## src/rtl/pts_pkg.sv

```systemverilog
// Shared types and default sizing for the parallel-to-serial / serial-to-parallel pair.
package pts_pkg;

  typedef enum logic {
    IDLE  = 1'b0,
    SHIFT = 1'b1
  } pts_state_e;

  localparam int PTS_NUM_SAMPLES = 48;
  localparam int PTS_SAMPLE_W    = 16;

endpackage

```

## src/rtl/pts_counter.sv

```systemverilog
// Sample index counter: synchronous clear, count enable, saturates at N-1 with terminal flag.
module pts_counter #(
  parameter int N  = 48,
  parameter int IW = (N > 1) ? $clog2(N) : 1
) (
  input  logic          clk,
  input  logic          n_rst,
  input  logic          clr,
  input  logic          en,
  output logic [IW-1:0] idx,
  output logic          tc
);

  assign tc = (idx == IW'(N - 1));

  always_ff @(posedge clk or negedge n_rst) begin
    if (!n_rst)         idx <= '0;
    else if (clr)       idx <= '0;
    else if (en && !tc) idx <= idx + 1'b1;
  end

endmodule

```

## src/rtl/pts_wrapper.sv

```systemverilog
// Parallel-to-serial frame shifter with valid/ready output handshake.
// Optional abort input enabled by defining PTS_ABORT_EN.
module pts_wrapper
  import pts_pkg::*;
#(
  parameter int NUM_SAMPLES = PTS_NUM_SAMPLES,
  parameter int SAMPLE_W    = PTS_SAMPLE_W
) (
  input  logic                                clk,
  input  logic                                n_rst,
  input  logic                                par_load,
  input  logic [NUM_SAMPLES-1:0][SAMPLE_W-1:0] data_par_in,
  output logic                                par_ready,
  output logic [SAMPLE_W-1:0]                 serial_out,
  output logic                                serial_valid,
  input  logic                                serial_ready,
`ifdef PTS_ABORT_EN
  input  logic                                abort,
`endif
  output logic                                frame_done
);

  localparam int IW = (NUM_SAMPLES > 1) ? $clog2(NUM_SAMPLES) : 1;

  pts_state_e                           state_q, state_d;
  logic [NUM_SAMPLES-1:0][SAMPLE_W-1:0] buf_q;
  logic [IW-1:0]                        idx;
  logic                                 last;
  logic                                 accept;
  logic                                 load;
  logic                                 done_d;

  assign par_ready    = (state_q == IDLE);
  assign serial_valid = (state_q == SHIFT);
  assign serial_out   = serial_valid ? buf_q[idx] : '0;
  assign accept       = serial_valid && serial_ready;
  assign load         = par_ready && par_load;

  // Held at zero throughout IDLE, so every frame starts from sample 0.
  pts_counter #(.N(NUM_SAMPLES), .IW(IW)) u_cnt (
    .clk   (clk),
    .n_rst (n_rst),
    .clr   (par_ready),
    .en    (accept),
    .idx   (idx),
    .tc    (last)
  );

  always_comb begin
    state_d = state_q;
    done_d  = 1'b0;
    case (state_q)
      IDLE:  if (load) state_d = SHIFT;
      SHIFT: begin
`ifdef PTS_ABORT_EN
        // Abort wins over a coincident final accept.
        if (abort) state_d = IDLE;
        else
`endif
        if (accept && last) begin
          state_d = IDLE;
          done_d  = 1'b1;
        end
      end
      default: state_d = IDLE;
    endcase
  end

  always_ff @(posedge clk or negedge n_rst) begin
    if (!n_rst) begin
      state_q    <= IDLE;
      frame_done <= 1'b0;
    end else begin
      state_q    <= state_d;
      frame_done <= done_d;
    end
  end

  always_ff @(posedge clk or negedge n_rst) begin
    if (!n_rst)    buf_q <= '0;
    else if (load) buf_q <= data_par_in;
  end

endmodule

```

## config.mk

```make
export PLATFORM = sky130hd
export DESIGN_NAME = pts_wrapper
export DESIGN_NICKNAME = d
export VERILOG_FILES = /design/src/rtl/pts_pkg.sv /design/src/rtl/pts_counter.sv /design/src/rtl/pts_wrapper.sv
export SDC_FILE = /design/constraint.sdc
export NUM_CORES = 2
export LEC_CHECK = 0
export BUFFER_PORTS_ARGS = -buffer_cell sky130_fd_sc_hd__buf_2
export CAP_MARGIN = 40
export CORE_AREA = 2 2 311 313
export DETAILED_ROUTE_END_ITERATION = 16
export DIE_AREA = 0 0 313 315
export PLACE_DENSITY = 0.59
export SYNTH_ARGS = -nofsm -noshare
export SYNTH_HDL_FRONTEND = slang
export SYNTH_SLANG_ARGS = --single-unit
```

## constraint.sdc

```tcl
create_clock -name clk -period 6.26 [get_ports clk]
set_clock_uncertainty 0.05 [all_clocks]
set_input_delay 0.313 -clock clk [delete_from_list [all_inputs] [get_ports clk]]
set_output_delay 0.313 -clock clk [all_outputs]
set_load 0.005 [all_outputs]
```

* Word level (Yosys, flattened, before mapping)
Index checks and enable logic that the tools add are counted.
** Word-level totals
- Flip-flop bits (word level) :: 776
- Latch bits :: 0
- Memory bits (writable) :: 0
- Bits in read-only memories :: 0
- Bits of input ports :: 772
- Output and inout port bits :: 19
- Word-level logic and storage cells :: 71
- Memories :: 0
** Cells by class
- $add $sub $neg :: 1
- Multipliers :: 0
- Div/mod/pow operators :: 0
- Order comparisons :: 1
- Equality and inequality tests :: 2
- Shift-type cells :: 0
- Multiplexer cells :: 10
- Bitwise gates (word level) :: 1
- Reduce and logical (&&, ||, !) cells :: 5
** Operator list (count)
- binary-select mux 16 bit (select 6 bit) :: 1
- two-way mux 16 bit :: 2
- two-way mux 6 bit :: 2
- < comparator 6 x 7 -> 1 bit (second input constant) :: 1
- adder 6 x 1 -> 6 bit (second input constant) :: 1
- == test 6 bit (second input constant) :: 1
- logical AND 1 bit :: 4
- two-way mux 1 bit :: 4
- inequality test 2 x 1 -> 1 bit (second input constant) :: 1
- case mux 1 bit (2 select lines) :: 1
- zero test 1 bit :: 1
- inverter 1 bit :: 1

* Logic depth before layout (Yosys ltp)
- Depth in word-level cells :: 5
- Mapped depth :: 8
- Gate-level depth less buffers :: 5

* Modules after synthesis
Synthesis repeated with hierarchy kept, for this count alone.
** Unflattened totals
- Cells, all modules :: 2216
- Area, all modules :: 35001.1 µm²
** By module, submodules not included
- pts_wrapper :: times used 1, cells each 2178, area an instance 34629.5 µm², sequential area each 19268.5 µm²
- pts_counter :: times used 1, cells each 38, area an instance 371.6 µm², sequential area each 150.1 µm²

* Least setup slack after synthesis
Ideal clock, no wire load.
- Path type :: register to output
- From :: reg u_cnt.idx[0]
- To :: out serial_out[0]
- Data arrival time :: 1.961 ns
- Data required time :: 5.897 ns
- Path slack :: 3.936 ns
- Cell stages (with the launch flop) :: 9
- Path buffers :: 4
- Path through :: dfrtp_1 > buf_6 > buf_8 > buf_6 > buf_2 > mux4_2 > a22oi_1 > o211ai_1 > o211a_1
** On the way
- Word-level cells in the longest chain between the ends :: 3
** Ends and longest elaborated chain
- start, declared :: RTL line pts_counter.sv:10 : output logic [IW-1:0] idx,
- start signal, assigned :: RTL line pts_counter.sv:19 : else if (en && !tc) idx <= idx + 1'b1;
- binary-select mux 16 bit (select 6 bit) :: RTL line pts_wrapper.sv:35 : assign serial_out = serial_valid ? buf_q[idx] : '0;
- two-way mux 16 bit (implied by the code) :: RTL line pts_wrapper.sv:35
- two-way mux 16 bit :: RTL line pts_wrapper.sv:35
- end, declared :: RTL line pts_wrapper.sv:14 : output logic [SAMPLE_W-1:0] serial_out,
No other way between the ends. The select of a mux whose other input is x is not followed.

* Worst setup path after layout
- From :: reg u_cnt.idx[0]
- To :: out serial_out[9]
Same word-level chain as after synthesis.

==> metrics.cfg <==
[logic_synthesis]
synthCells = 2059
syn_nets = 2832
async_reset_ff_frac = 1.00
syn_area_sq_mm = 0.0347
synth.area.top_cells = dfrtp_1 (56%), mux2_2 (25%), mux4_2 (13%)
synth_cell_types = 36
synth_fa_ha_area_frac = 0.000360
avgSynthCellArea_sq_um = 16.9
synth-warning-count = 0
synth_xor_area_frac = 0.00101
synth_edf_count = 0
synth_compound_area_frac = 0.0165
ys_seq_elements = 776
synth_mux_area_frac = 0.396
synth_area_leader_cell = dfrtp_1
synth_top_family_by_area = multiplexers
synth_top_area_share = 0.559
synthSimpleGateAreaFrac = 0.00490
yosysSeqAreaShare = 0.559
ys.flop_type = dfrtp_1

[timing]
worst_slack_ns = 2.02
slew_violations = 0
tightest_slew_ns = 1.30
fin_tns_setup_ns = 0
setup_violations = 0
period_share = 0.678
final.min_clock_period_ns = 4.24
max_freq_mhz = 236
slew_headroom = 0.131
hold_viol = 0
whs_ns = 0.312
rsz0062_at_grt = no

[critical_path]
cp_data_required_time_ns = 5.90
critPathArrivalTime_ns = 3.88
critPathCaptureType = primary output
r2r-start = u_cnt.idx[0]
crit_path_max_incr_delay_ns = 0.86
cp_slowest_cell = dfrtp_4
cp_max_fo = 27
path_class = flop to primary output
startpoint = u_cnt.idx[0]
crit_path_start_kind = flop
cp_cell_sequence = buf_4 -> mux4_2 -> a22oi_1 -> o211ai_1 -> o211a_1 -> buf_2
worst-path-buf-inv = 2
critical_path.top_delay_family = compound AO/OA/AOI/OAI gates

[grt]
grt_pass1_vias = 28200
antenna_found_initial = 32
grt_pass1_wl_um = 184000
grt_usage = 0.255
grt_max_degree = 211
grt-ovfl-total = 0

[die]
start_util = 0.363
fp.dieW_um = 313
die_h_um = 315
coreArea_sq_mm = 0.0957
dieArea_sq_mm = 0.0986
rows = 114
ios = 791

[route]
vias_per_cell = 5.05
drc_errors = 0
drtAntennaViolNets = 0
routed-via-count = 25100
drt_wl_total_um = 126000
drtPass1Iterations = 7
wire_per_inst_um = 25.5
drt_iter0_markers = 1664

[clocking]
cts_resized = 0
h-tree-depth = 3
numClockSinks = 776
postCtsSetupBuffers = 0
hold_buffers = 772
cts.path.max_buffers = 3
cts_tree = yes
clk_latency_ns = 0.66
clkSlewWorstSetupHoldPaths_ns = 0.06
root_buffer = clkbuf_16
cts_buffers = 88

[placement]
hpwl_um = 92400
port_buffers = 790
place.gp.congestion = 0.894
place_ws_ns = 2.65
dpl-instance-area_sq_mm = 0.0401

[cells_and_area]
drive_gt1_frac = 0.531
fin_area_sq_mm = 0.0507
synthToLayoutAreaGrowth_pct = 46.0
final_cell_mix = buf_2 (789), dfrtp_1 (772), dlygate4sd3_1 (772), mux2_2 (768), mux4_2 (207)
fillCellCount = 7830
finalNetCount = 4370
layout_commonest_cell = buf_2

[min_path]
hold_class = input port to async pin

[job]
drv_cap = 0

[status]
status = finished clean

[power_and_ir_drop]
max-vdd-ir-drop_v = 0.000344
p_leak_nw = 22.5
powerDensity_mw_per_mm2 = 460

[logic make-up (layout without fill, tap and decap cells)]
logic type | count (synthesis) | count (layout)
simple gates | 32 | 32
xor+xnor | 4 | 4
compound gates | 72 | 72
flops | 776 | 776
buf+inv | 153 | 1757
fa+ha+maj | 1 | 1
other cells | 0 | 24
mux | 1021 | 1021
[metal layers]
metal | global-route usage | wire (um)
met1 | 0.312 | 50600
met2 | 0.450 | 64800
met3 | 0.0466 | 6230
met4 | 0.0898 | 4720
met5 | 0 | 122
[worst paths after layout]
| kind | end | slack [ns] | cells after the start |
|---|---|---|---|
| worst max register to register | serial_valid | 3.23 | 6 |
| max in group asynchronous | buf_q[268] | 4.21 | 3 |
| worst max-delay path | serial_out[9] | 2.02 | 6 |
| min in group clk | buf_q[561] | 0.36 | 3 |
| worst min register to register | buf_q[434] | 0.45 | 1 |
| worst min-delay path | buf_q[667] | 0.31 | 2 |
[metrics by stage]
step | utilization | instances | power [mW]
6_report | 0.530 | 4963 | 23.3
5_1_grt | 0.530 | 4957 | 24.5
4_1_cts | 0.529 | 4939 | 23.6
3_5_place_dp | 0.419 | 4011 | 18.0
3_3_place_gp | 0.417 | 4006 | 17.7
2_1_floorplan | - | 2059 | 14.2
[flip-flops by register name, indices dropped and copies added (netlist names)]
| name | cells |
|---|---|
| buf_q | 768 |
| frame_done | 1 |
| serial_valid | 1 |
| u_cnt.idx | 6 |
[worst reg2reg max path: stages (launching register included)]
cell and delay [ns]:
dfrtp_4 0.86, buf_4 0.60, ha_1 0.29, nand3_1 0.15, nor3_1 0.32, nor2_1 0.09, dlygate4sd3_1 0.56
[area by class of cell]
cell class / instances / area [sq um] / share of cell area
Timing Repair Buffer: 1598 / 12200 / 0.240
Clock buffer: 133 / 2630 / 0.0519
Tap cell: 1276 / 1600 / 0.0315
Antenna cell: 24 / 60.1 / 0.00118
Clock inverter: 23 / 230 / 0.00454
Inverter: 3 / 11.3 / 0.000222
Multi-Input combinational cell: 1130 / 14600 / 0.288
Sequential cell: 776 / 19400 / 0.383
[cell usage after synthesis (all sizes together), types with 3 or more instances]
cell type,instances
a22oi,33
mux2i,46
nand3,4
mux2,768
buf,105
nor2b,3
clkbuf,45
nand2,6
o211ai,17
xor2,3
mux4,207
nor2,9
o211a,15
dfrtp,776
[power by group]
group | internal (mW) | total, mW | switching, mW
logic | 5.03 | 9.14 | 4.11
registers | 7.48 | 9.04 | 1.56
clock network | 2.99 | 5.12 | 2.14
Power figures use the tool's default switching activity.
